--- src/rtl/pipeline_hazard_ctrl_if.sv ---
// Hazard-control bundle between the pipeline datapath (master) and the hazard controller (slave).
// There is no valid/ready handshake: every signal is level-sensitive and meaningful each cycle.
interface pipeline_hazard_ctrl_if;
  logic [4:0] ifid_rs1;
  logic [4:0] ifid_rs2;
  logic       ifid_uses_rs2;
  logic [4:0] idex_rd;
  logic [2:0] idex_mem;
  logic       branch_taken;
  logic       dmem_busy;
  logic       pc_write;
  logic       ifid_write;
  logic       ifid_flush;
  logic       idex_bubble;
  logic       idex_hold;
  logic       exmem_hold;

  modport master (
    output ifid_rs1, ifid_rs2, ifid_uses_rs2, idex_rd, idex_mem, branch_taken, dmem_busy,
    input  pc_write, ifid_write, ifid_flush, idex_bubble, idex_hold, exmem_hold
  );

  modport slave (
    input  ifid_rs1, ifid_rs2, ifid_uses_rs2, idex_rd, idex_mem, branch_taken, dmem_busy,
    output pc_write, ifid_write, ifid_flush, idex_bubble, idex_hold, exmem_hold
  );
endinterface

--- src/rtl/pipeline_hazard_ctrl.sv ---
// Pipeline hazard controller: load-use bubbles, branch flushes, memory-busy freeze,
// plus saturating stall/flush performance counters.
module pipeline_hazard_ctrl #(
  parameter int LU_BUBBLES   = 1,
  parameter int FLUSH_CYCLES = 1,
  parameter int CW           = 16
) (
  input  logic                  clk,
  input  logic                  rst_n,
  pipeline_hazard_ctrl_if.slave hz,
  output logic [1:0]            ctrl_state,
  output logic [CW-1:0]         stall_cnt,
  output logic [CW-1:0]         flush_cnt
);

  typedef enum logic [1:0] {
    RUN      = 2'b00,
    LU_STALL = 2'b01,
    FLUSH    = 2'b10
  } state_t;

  localparam logic [2:0] LU_REM = 3'(LU_BUBBLES - 1);
  localparam logic [2:0] FL_REM = 3'(FLUSH_CYCLES - 1);

  state_t     state, state_nx;
  logic [2:0] rem, rem_nx;
  logic       lu_hz;

  assign lu_hz = hz.idex_mem[2] && (hz.idex_rd != 5'd0) &&
                 ((hz.idex_rd == hz.ifid_rs1) ||
                  (hz.ifid_uses_rs2 && (hz.idex_rd == hz.ifid_rs2)));

  assign ctrl_state = state;

  always_ff @(posedge clk or negedge rst_n) begin
    if (!rst_n) begin
      state <= RUN;
      rem   <= 3'd0;
    end else begin
      state <= state_nx;
      rem   <= rem_nx;
    end
  end

  // A freeze leaves state and rem untouched so the interrupted event resumes intact.
  always_comb begin
    state_nx = state;
    rem_nx   = rem;
    if (!hz.dmem_busy) begin
      case (state)
        RUN: begin
          if (hz.branch_taken) begin
            if (FLUSH_CYCLES > 1) begin
              state_nx = FLUSH;
              rem_nx   = FL_REM;
            end
          end else if (lu_hz && (LU_BUBBLES > 1)) begin
            state_nx = LU_STALL;
            rem_nx   = LU_REM;
          end
        end
        LU_STALL: begin
          if (hz.branch_taken) begin
            if (FLUSH_CYCLES > 1) begin
              state_nx = FLUSH;
              rem_nx   = FL_REM;
            end else begin
              state_nx = RUN;
              rem_nx   = 3'd0;
            end
          end else if (rem <= 3'd1) begin
            state_nx = RUN;
            rem_nx   = 3'd0;
          end else begin
            rem_nx = rem - 3'd1;
          end
        end
        FLUSH: begin
          if (rem <= 3'd1) begin
            state_nx = RUN;
            rem_nx   = 3'd0;
          end else begin
            rem_nx = rem - 3'd1;
          end
        end
        default: begin
          state_nx = RUN;
          rem_nx   = 3'd0;
        end
      endcase
    end
  end

  always_comb begin
    hz.pc_write    = 1'b1;
    hz.ifid_write  = 1'b1;
    hz.ifid_flush  = 1'b0;
    hz.idex_bubble = 1'b0;
    hz.idex_hold   = 1'b0;
    hz.exmem_hold  = 1'b0;
    if (!rst_n) begin
      hz.pc_write    = 1'b0;
      hz.ifid_write  = 1'b0;
      hz.ifid_flush  = 1'b1;
      hz.idex_bubble = 1'b1;
    end else if (hz.dmem_busy) begin
      hz.pc_write   = 1'b0;
      hz.ifid_write = 1'b0;
      hz.idex_hold  = 1'b1;
      hz.exmem_hold = 1'b1;
    end else begin
      case (state)
        RUN: begin
          if (hz.branch_taken) begin
            hz.ifid_flush  = 1'b1;
            hz.idex_bubble = 1'b1;
          end else if (lu_hz) begin
            hz.pc_write    = 1'b0;
            hz.ifid_write  = 1'b0;
            hz.idex_bubble = 1'b1;
          end
        end
        LU_STALL: begin
          if (hz.branch_taken) begin
            hz.ifid_flush  = 1'b1;
            hz.idex_bubble = 1'b1;
          end else begin
            hz.pc_write    = 1'b0;
            hz.ifid_write  = 1'b0;
            hz.idex_bubble = 1'b1;
          end
        end
        FLUSH: begin
          hz.ifid_flush  = 1'b1;
          hz.idex_bubble = 1'b1;
        end
        default: ;
      endcase
    end
  end

  always_ff @(posedge clk or negedge rst_n) begin
    if (!rst_n) begin
      stall_cnt <= '0;
      flush_cnt <= '0;
    end else begin
      if (!hz.pc_write && (stall_cnt != {CW{1'b1}})) stall_cnt <= stall_cnt + CW'(1);
      if (hz.ifid_flush && (flush_cnt != {CW{1'b1}})) flush_cnt <= flush_cnt + CW'(1);
    end
  end

endmodule
--- src/flat_wrapper.sv ---
// flat-port wrapper written by rule: the top's interface ports become plain ports
module pipeline_hazard_ctrl_flat 
#(
  parameter int LU_BUBBLES   = 1,
  parameter int FLUSH_CYCLES = 1,
  parameter int CW           = 16
)
  (clk, rst_n, ctrl_state, stall_cnt, flush_cnt, hz_ifid_rs1, hz_ifid_rs2, hz_ifid_uses_rs2, hz_idex_rd, hz_idex_mem, hz_branch_taken, hz_dmem_busy, hz_pc_write, hz_ifid_write, hz_ifid_flush, hz_idex_bubble, hz_idex_hold, hz_exmem_hold);
  pipeline_hazard_ctrl_if hz_i ();
  input  logic clk;
  input  logic rst_n;
  output logic [1:0] ctrl_state;
  output logic [CW-1:0] stall_cnt;
  output logic [CW-1:0] flush_cnt;
  input wire logic [$bits(hz_i.ifid_rs1)-1:0] hz_ifid_rs1;
  input wire logic [$bits(hz_i.ifid_rs2)-1:0] hz_ifid_rs2;
  input wire logic [$bits(hz_i.ifid_uses_rs2)-1:0] hz_ifid_uses_rs2;
  input wire logic [$bits(hz_i.idex_rd)-1:0] hz_idex_rd;
  input wire logic [$bits(hz_i.idex_mem)-1:0] hz_idex_mem;
  input wire logic [$bits(hz_i.branch_taken)-1:0] hz_branch_taken;
  input wire logic [$bits(hz_i.dmem_busy)-1:0] hz_dmem_busy;
  output wire logic [$bits(hz_i.pc_write)-1:0] hz_pc_write;
  output wire logic [$bits(hz_i.ifid_write)-1:0] hz_ifid_write;
  output wire logic [$bits(hz_i.ifid_flush)-1:0] hz_ifid_flush;
  output wire logic [$bits(hz_i.idex_bubble)-1:0] hz_idex_bubble;
  output wire logic [$bits(hz_i.idex_hold)-1:0] hz_idex_hold;
  output wire logic [$bits(hz_i.exmem_hold)-1:0] hz_exmem_hold;
  assign hz_i.ifid_rs1 = hz_ifid_rs1;
  assign hz_i.ifid_rs2 = hz_ifid_rs2;
  assign hz_i.ifid_uses_rs2 = hz_ifid_uses_rs2;
  assign hz_i.idex_rd = hz_idex_rd;
  assign hz_i.idex_mem = hz_idex_mem;
  assign hz_i.branch_taken = hz_branch_taken;
  assign hz_i.dmem_busy = hz_dmem_busy;
  assign hz_pc_write = hz_i.pc_write;
  assign hz_ifid_write = hz_i.ifid_write;
  assign hz_ifid_flush = hz_i.ifid_flush;
  assign hz_idex_bubble = hz_i.idex_bubble;
  assign hz_idex_hold = hz_i.idex_hold;
  assign hz_exmem_hold = hz_i.exmem_hold;
  pipeline_hazard_ctrl #(.LU_BUBBLES(LU_BUBBLES), .FLUSH_CYCLES(FLUSH_CYCLES), .CW(CW)) u_core (.clk(clk), .rst_n(rst_n), .hz(hz_i), .ctrl_state(ctrl_state), .stall_cnt(stall_cnt), .flush_cnt(flush_cnt));
endmodule
--- config.mk ---
export PLATFORM = sky130hd
export DESIGN_NAME = pipeline_hazard_ctrl_flat
export DESIGN_NICKNAME = d
export VERILOG_FILES = /design/src/rtl/pipeline_hazard_ctrl_if.sv /design/src/rtl/pipeline_hazard_ctrl.sv /design/src/flat_wrapper.sv
export SDC_FILE = /design/constraint.sdc
export NUM_CORES = 1
export LEC_CHECK = 0
export BUFFER_PORTS_ARGS = -buffer_cell sky130_fd_sc_hd__buf_2
export CORE_AREA = 4 4 67 69
export CTS_BUF_LIST = sky130_fd_sc_hd__clkbuf_2
export CTS_CLUSTER_SIZE = 8
export DETAILED_ROUTE_END_ITERATION = 16
export DIE_AREA = 0 0 71 73
export PLACE_DENSITY = 0.8
export SLEW_MARGIN = 20
export SYNTH_ARGS = -nofsm -noshare
export SYNTH_HDL_FRONTEND = slang
export SYNTH_SLANG_ARGS = --single-unit
--- constraint.sdc ---
create_clock -name clk -period 2.9 [get_ports clk]
set_clock_uncertainty 0.05 [all_clocks]
set_input_delay 0.725 -clock clk [delete_from_list [all_inputs] [get_ports clk]]
set_output_delay 0.725 -clock clk [all_outputs]
set_load 0.005 [all_outputs]
==> results of run 1 <==
[area by class of cell]
type | count | area, um^2 | area share (%)
Clock buffer | 6 | 30.03 | 1.235
Sequential cell | 37 | 925.9 | 38.09
Timing Repair Buffer | 63 | 344.1 | 14.15
Inverter | 7 | 26.28 | 1.081
Tap cell | 50 | 62.56 | 2.573
Multi-Input combinational cell | 141 | 1008 | 41.48
Clock inverter | 2 | 33.78 | 1.390
[per-layer routing]
layer	global-route usage [%]	up-vias	routed length (um)
li1	-	784	-
met1	22.96	765	1844
met2	27.19	63	1965
met3	5.372	4	308
met4	6.472	0	31
met5	0	-	0
[cell families after synthesis]
kind of cell / after synthesis / synth area share [%]
multiplexers: 2 / 1.125
flip-flops: 37 / 46.25
XOR/XNOR: 40 / 17.50
adder cells (fa/ha/maj): 8 / 5.000
buffers and inverters: 13 / 3.563
AND/OR/NAND/NOR: 72 / 20.38
AO/OA/AOI/OAI: 19 / 6.188
[power groups by stage]
| stage | clock, uW | sequential, uW | combinational, uW |
|---|---|---|---|
| 2_1_floorplan | 0 | 730 | 253 |
| 3_3_place_gp | 0 | 731 | 424 |
| 3_5_place_dp | 0 | 733 | 441 |
| 4_1_cts | 329 | 725 | 442 |
| 5_1_grt | 352 | 744 | 495 |
| 6_report | 314 | 726 | 438 |
[metrics by stage]
step	instance area, um^2	worst slack [ps]	hold slack (ps)
after floorplan	2002	276.2	379.4
after global placement	2342	118.8	423.5
after detailed placement	2342	89.01	431.6
after CTS	2406	86.32	133.5
after global routing	2431	-2.954	128.9
final	2431	121.3	155.0
[sequential cells by signal, indices dropped and copies added (netlist names)]
signal	count
u_core.ctrl_state	2
u_core.flush_cnt	16
u_core.rem	3
u_core.stall_cnt	16
[cells in the final DEF (no fill, tap or decap), types with 2 or more instances in the layout]
cell and n:
sky130_fd_sc_hd__mux2_1 2, sky130_fd_sc_hd__buf_4 4, sky130_fd_sc_hd__nand2b_1 6, sky130_fd_sc_hd__or4_1 2, sky130_fd_sc_hd__nor2b_1 2, sky130_fd_sc_hd__nor2_1 8, sky130_fd_sc_hd__xnor2_1 25, sky130_fd_sc_hd__and3_1 11
sky130_fd_sc_hd__nor3_1 2, sky130_fd_sc_hd__buf_2 56, sky130_fd_sc_hd__buf_6 3, sky130_fd_sc_hd__inv_1 7, sky130_fd_sc_hd__a21oi_1 6, sky130_fd_sc_hd__nand4_1 15, sky130_fd_sc_hd__xor2_1 15, sky130_fd_sc_hd__clkbuf_2 6
sky130_fd_sc_hd__nand2_1 16, sky130_fd_sc_hd__nand3_1 3, sky130_fd_sc_hd__o21ai_0 5, sky130_fd_sc_hd__dfrtp_1 37, sky130_fd_sc_hd__ha_1 8
[cells in the mapped netlist, types with 2 or more instances]
| cell | count | area share, % |
|---|---|---|
| sky130_fd_sc_hd__dfrtp_1 | 37 | 46 |
| sky130_fd_sc_hd__xnor2_1 | 25 | 11 |
| sky130_fd_sc_hd__nand2_1 | 16 | 3.0 |
| sky130_fd_sc_hd__nand4_1 | 15 | 4.7 |
| sky130_fd_sc_hd__xor2_1 | 15 | 6.6 |
| sky130_fd_sc_hd__and3_1 | 11 | 3.4 |
| sky130_fd_sc_hd__ha_1 | 8 | 5.0 |
| sky130_fd_sc_hd__nor2_1 | 8 | 1.5 |
| sky130_fd_sc_hd__inv_1 | 7 | 1.3 |
| sky130_fd_sc_hd__a21oi_1 | 6 | 1.5 |
| sky130_fd_sc_hd__nand2b_1 | 6 | 1.9 |
| sky130_fd_sc_hd__o21ai_0 | 5 | 1.2 |
| sky130_fd_sc_hd__buf_4 | 4 | 1.5 |
| sky130_fd_sc_hd__nand3_1 | 3 | 0.75 |
| sky130_fd_sc_hd__mux2_1 | 2 | 1.1 |
| sky130_fd_sc_hd__nor2b_1 | 2 | 0.62 |
| sky130_fd_sc_hd__nor3_1 | 2 | 0.50 |
| sky130_fd_sc_hd__o21ai_1 | 2 | 0.50 |
| sky130_fd_sc_hd__or4_1 | 2 | 0.75 |
[how the worst max path moves through the flow]
stage / startpoint / to / slack, ps / cells after the start
floorplan: hz_idex_rd[0] / hz_pc_write / 280 / 5
global placement: hz_idex_rd[0] / hz_pc_write / 120 / 6
detailed placement: hz_idex_rd[0] / hz_pc_write / 90 / 6
CTS: hz_idex_rd[0] / hz_pc_write / 90 / 6
global route: hz_ifid_rs2[0] / hz_idex_bubble / -3 / 8
finish: hz_idex_rd[3] / hz_pc_write / 120 / 6
[what timing repair did]
item | in CTS | in global routing
resized for setup | 0 | 7
setup endpoints to repair | 0 | 3
hold buffers | 0 | 0
hold endpoints to repair | 0 | 0
==> metrics.log, run 1 <==
INFO  metric outcome = completed
INFO  metric ys_seq_elements = 37
INFO  metric finalWeightedCongestion = 0.7790
INFO  metric power.sequential.fraction = 49.1%
INFO  metric hold_class = in2async
INFO  metric place_hpwl = 3.104 mm
INFO  metric startpoint_of_the_lowest_slack_register_to_register_path = u_core.stall_cnt[0]$_DFFE_PN0P_
INFO  metric initial_core_util = 51.15%
INFO  metric maximum_clock_rate = 359.9 MHz
INFO  metric setup_tns = 0 ps
INFO  metric dr.pass1.iters = 4
INFO  metric critical_path.top_delay_family = simple AND/OR/NAND/NOR gates
INFO  metric cts_htree_levels = 2
INFO  metric p_per_area = 608.2 nW/um^2
INFO  metric power.ir.vdd_worst = 0.4303 mV
INFO  metric ant_nets = 0
INFO  metric num_io_pins = 63
INFO  metric cts_made_buffers = 5
INFO  metric final_max_slew_viol_count = 0
INFO  metric ctsLongestPathBuffers = 2
INFO  metric postSynth.asyncResetShare = 100.0%
INFO  metric worst_skew_pair.late_latency = 370 ps
INFO  metric power_frac_clock = 21.3%
INFO  metric syn_nets = 222
INFO  metric final-setup-viol-count = 0
INFO  metric wire_per_inst = 13.56 um
INFO  metric synth.lib_cells_used.distinct = 34
INFO  metric path_cells = buf_4, or4_1, o21ai_2, o21ai_1, a21oi_1, buf_2
INFO  metric seq_area_frac_synth = 46.25%
INFO  metric number_of_flops_mapped_to_enable_cells_by_yosys = 0
INFO  metric p_int = 986.7 uW
INFO  metric reg2reg_depth = 7
INFO  metric report.final.hold_viol_count = 0
INFO  metric max_stage_delay = 510 ps
INFO  metric timing.critical_path.slowest_stage_cell = sky130_fd_sc_hd__or4_1
INFO  metric area_delta_synth_final = 21.44%
INFO  metric setup_repair_after_global_routing_missed_its_margin = true
INFO  metric yosysWarningCount = 0
INFO  metric clkSlewWorstSetupHoldPaths = 190 ps
INFO  metric drive_gt1_share = 29.69%
INFO  metric gr-usage-all-layers = 17.45%
INFO  metric start_kind = input port
INFO  metric total_detailed_routing_wirelength = 4.149 mm
INFO  metric setup.worst_path.class = in2out
INFO  metric num_rows = 23
INFO  metric cap_violations = 0
INFO  metric cts_setup_buffers = 0
INFO  metric finalCriticalPeriod = 2779 ps
INFO  metric ys.flop_type = sky130_fd_sc_hd__dfrtp_1
INFO  metric total_power = 1479 uW
INFO  metric timing.slew.headroom = 72.71%
INFO  metric timing.reg2reg.setup_slack = 540 ps
INFO  metric tritoncts_clock_tree = built
INFO  metric final_cells = 306
INFO  metric fin_crit_sh = 95.82%
INFO  metric combinational_cell_fraction_of_total_power = 29.6%
INFO  metric drtIter0Drc = 78
INFO  metric clkSinkCount = 37
INFO  metric utilization = 62.12%
INFO  metric p_leak = 0.001237 uW
INFO  metric critical_path_required = 2120 ps
INFO  metric post-route-drc-count = 0
INFO  metric placedCellCount = 298
INFO  metric grt_first_pass_wirelength = 7.238 mm
INFO  metric netSwitchingPower = 491.9 uW
INFO  metric worstPathMaxFanout = 3
INFO  metric detail_route.vias_per_cell = 5.281
INFO  metric dieArea = 5183 um^2
INFO  metric worstPathBufferInverterCount = 2
INFO  metric clockRootBuffer = sky130_fd_sc_hd__clkbuf_2
INFO  metric tightestPinTransition = 409.4 ps
INFO  metric synth.cell_area = 2002 um^2
INFO  metric syn-mean-instance-area = 10.48 um^2
INFO  metric die_height = 73 um
INFO  metric post_synth_inst_count = 191
INFO  metric nFillCells = 356
INFO  metric ff_to_ff_end = u_core.stall_cnt[1]$_DFFE_PN0P_
INFO  metric overflow = 0
INFO  metric placeableCoreArea = 3914 um^2
INFO  metric switching_share = 33.27%
INFO  metric grt_max_degree = 28
INFO  metric crit_path_end_kind = output pin
INFO  metric first_global_vias = 1612
INFO  metric chipWidth = 71 um
INFO  metric vias = 1616
INFO  metric initial_antenna_violation_count = 0
INFO  metric antenna_cells = 0
INFO  metric crit_arrival = 2000 ps
INFO  metric design.final.nets = 286
INFO  metric io_buffer_count = 60
(Power assumes the default switching activity.)
==> run 2, diff against run 1 <==
- PLACE_DENSITY: 0.8 -> unset
- PLACE_DENSITY_LB_ADDON: unset -> 0.08
==> run 2 against run 1 <==
- critical path depth increased by 2
- power shrank 6.7%
- critical path type unchanged
- highest routed layer unchanged
- global-route usage is 0.28 points lower
- worst hold slack worse by 69 ps
==> metrics.log, run 2 (synthesized netlist as in run 1, its figures left out) <==
INFO  metric outcome = completed
INFO  metric io_buffer_count = 60 (unchanged)
INFO  metric num_io_pins = 63 (unchanged)
INFO  metric dieArea = 5183 um^2 (unchanged)
INFO  metric power.ir.vdd_worst = 0.4591 mV (+6.7%)
INFO  metric area_delta_synth_final = 20.50%
INFO  metric die_height = 73 um (unchanged)
INFO  metric startpoint_of_the_lowest_slack_register_to_register_path = u_core.stall_cnt[3]$_DFFE_PN0P_
INFO  metric cap_violations = 0 (unchanged)
INFO  metric final_max_slew_viol_count = 0 (unchanged)
INFO  metric chipWidth = 71 um (unchanged)
INFO  metric p_per_area = 572.0 nW/um^2 (-6.0%)
INFO  metric maximum_clock_rate = 358.8 MHz (-0.29%)
INFO  metric grt_max_degree = 36 (+29%)
INFO  metric setup_repair_after_global_routing_missed_its_margin = true
INFO  metric worst_skew_pair.late_latency = 380 ps (about the same)
INFO  metric ff_to_ff_end = u_core.stall_cnt[1]$_DFFE_PN0P_
INFO  metric antenna_cells = 0 (unchanged)
INFO  metric crit_arrival = 2010 ps (about the same)
INFO  metric p_int = 890.7 uW (-9.7%)
INFO  metric holdWs = 85.62 ps (-69.34 ps)
INFO  metric initial_antenna_violation_count = 0 (unchanged)
INFO  metric max_stage_delay = 270 ps (-240 ps)
INFO  metric start_kind = input port
INFO  metric drive_gt1_share = 30.86% (+1.2 points)
INFO  metric hold_class = in2async
INFO  metric finalWeightedCongestion = 0.7481 (-4.0%)
INFO  metric final-setup-viol-count = 0 (unchanged)
INFO  metric critical_path_depth = 8 (+2)
INFO  metric total_detailed_routing_wirelength = 4.230 mm (+2.0%)
INFO  metric power.sequential.fraction = 53.6% (+4.5 points)
INFO  metric clockRootBuffer = sky130_fd_sc_hd__clkbuf_2
INFO  metric clkSinkCount = 37 (unchanged)
INFO  metric setup.worst_path.class = in2out
INFO  metric grt_first_pass_wirelength = 7.120 mm (-1.6%)
INFO  metric setup_tns = 0 ps (unchanged)
INFO  metric crit_path_end_kind = output pin
INFO  metric mostFrequentLayoutCell = sky130_fd_sc_hd__buf_2
INFO  metric initial_core_util = 51.15% (unchanged)
INFO  metric fin_crit_sh = 96.10% (+0.28 points)
INFO  metric tritoncts_clock_tree = built
INFO  metric ctsLongestPathBuffers = 2 (unchanged)
INFO  metric tightestPinTransition = 436.2 ps (+26.81 ps)
INFO  metric cts_made_buffers = 5 (unchanged)
INFO  metric reg2reg_depth = 6 (-1)
INFO  metric worst_setup_path_startpoint = hz_ifid_rs2[4]
INFO  metric dr.pass1.iters = 4 (unchanged)
INFO  metric placeableCoreArea = 3914 um^2 (unchanged)
INFO  metric report.final.hold_viol_count = 0 (unchanged)
INFO  metric timing.slew.headroom = 70.92% (-1.8 points)
INFO  metric layout_setup_ws = 113.2 ps (-8.102 ps)
INFO  metric timing.critical_path.slowest_stage_cell = sky130_fd_sc_hd__nor4_2
INFO  metric drtIter0Drc = 35 (-55%)
INFO  metric worstPathMaxFanout = 2 (-1)
INFO  metric first_global_vias = 1518 (-5.8%)
INFO  metric overflow = 0 (unchanged)
INFO  metric gr-usage-all-layers = 17.17% (-0.28 points)
INFO  metric pre_cts_slack = 72.52 ps (-16.49 ps)
INFO  metric layout_top_registers = u_core.flush_cnt: 16 flops, u_core.stall_cnt: 16 flops, u_core.rem: 3 flops
INFO  metric detail_route.vias_per_cell = 5.301 (+0.37%)
INFO  metric num_rows = 23 (unchanged)
INFO  metric combinational_cell_fraction_of_total_power = 29.6% (about the same)
INFO  metric power_frac_clock = 16.8% (-4.5 points)
INFO  metric design.final.nets = 286 (unchanged)
INFO  metric critical_path_required = 2120 ps (about the same)
INFO  metric place_hpwl = 3.150 mm (+1.5%)
INFO  metric timing.reg2reg.setup_slack = 570 ps (+30 ps)
INFO  metric path_cells = buf_6, xor2_2, nor4_2, a32oi_1, buf_4, o21ai_1, a21oi_2, buf_2
INFO  metric netSwitchingPower = 489.1 uW (-0.57%)
INFO  metric post-route-drc-count = 0 (unchanged)
INFO  metric finalCriticalPeriod = 2787 ps (+8.102 ps)
INFO  metric vias = 1622 (+0.37%)
INFO  metric p_leak = 0.001226 uW (-0.90%)
INFO  metric crit_path_end = hz_pc_write
INFO  metric layout.cells.most_common_list = sky130_fd_sc_hd__buf_2 (58), sky130_fd_sc_hd__dfrtp_1 (37), sky130_fd_sc_hd__xnor2_1 (25), sky130_fd_sc_hd__nand2_1 (16), sky130_fd_sc_hd__nand4_1 (15)
INFO  metric cts-hold-fix-buffers = 0 (unchanged)
INFO  metric ant_nets = 0 (unchanged)
INFO  metric worstPathBufferInverterCount = 3 (+1)
INFO  metric critical_path.top_delay_family = compound AO/OA/AOI/OAI gates
INFO  metric wire_per_inst = 13.82 um (+2.0%)
INFO  metric total_power = 1380 uW (-6.7%)
INFO  metric switching_share = 35.45% (+2.2 points)
INFO  metric clkSlewWorstSetupHoldPaths = 180 ps (about the same)
INFO  metric cts_htree_levels = 2 (unchanged)
==> run 2: power groups by stage <==
stage	logic, uW	registers (uW)	clock network [uW]
floorplan	253	730	0
global placement	397	751	0
detailed placement	411	747	0
CTS	411	739	239
global route	470	762	263
finish	408	739	232
==> run 2: worst min path at each step <==
stage / startpoint / end / slack (ps) / cells after the start
2_1_floorplan: rst_n / u_core.ctrl_state[0]$_DFFE_PN0P_ / 380 / 0
3_3_place_gp: u_core.stall_cnt[6]$_DFFE_PN0P_ / u_core.stall_cnt[6]$_DFFE_PN0P_ / 420 / 1
3_5_place_dp: u_core.stall_cnt[6]$_DFFE_PN0P_ / u_core.stall_cnt[6]$_DFFE_PN0P_ / 430 / 1
4_1_cts: rst_n / u_core.ctrl_state[0]$_DFFE_PN0P_ / 80 / 1
5_1_grt: rst_n / u_core.ctrl_state[0]$_DFFE_PN0P_ / 40 / 1
6_report: rst_n / u_core.ctrl_state[1]$_DFFE_PN0P_ / 90 / 1
==> run 2: layout make-up <==
class	count	area, um^2
Clock inverter	2	10.01
Tap cell	50	62.56
Inverter	7	26.28
Sequential cell	37	925.9
Clock buffer	6	30.03
Multi-Input combinational cell	141	1022
Fill cell	366	1501
Timing Repair Buffer	63	335.3
==> run 2: repair_timing <==
action,in CTS,in global routing
gates resized for setup,0,6
setup buffers,0,1
endpoints found under the setup margin,0,3
==> run 2: stage by stage <==
stage               std cells  util (%)  cell area (um^2)
finish                    306     61.64              2412
global route              306     61.64              2412
CTS                       305     60.68              2375
detailed placement        297     59.65              2335
global placement          297     59.65              2335
floorplan                 191         -              2002
==> run 2: metal layers <==
| metal | GRT usage, % | share of wire [%] | up-vias |
|---|---|---|---|
| met5 | 0 | 0 | - |
| met4 | 3.758 | 0.24 | 0 |
| met3 | 4.821 | 7.0 | 2 |
| met2 | 26.36 | 46 | 46 |
| met1 | 24.38 | 47 | 787 |
| li1 | - | - | 787 |
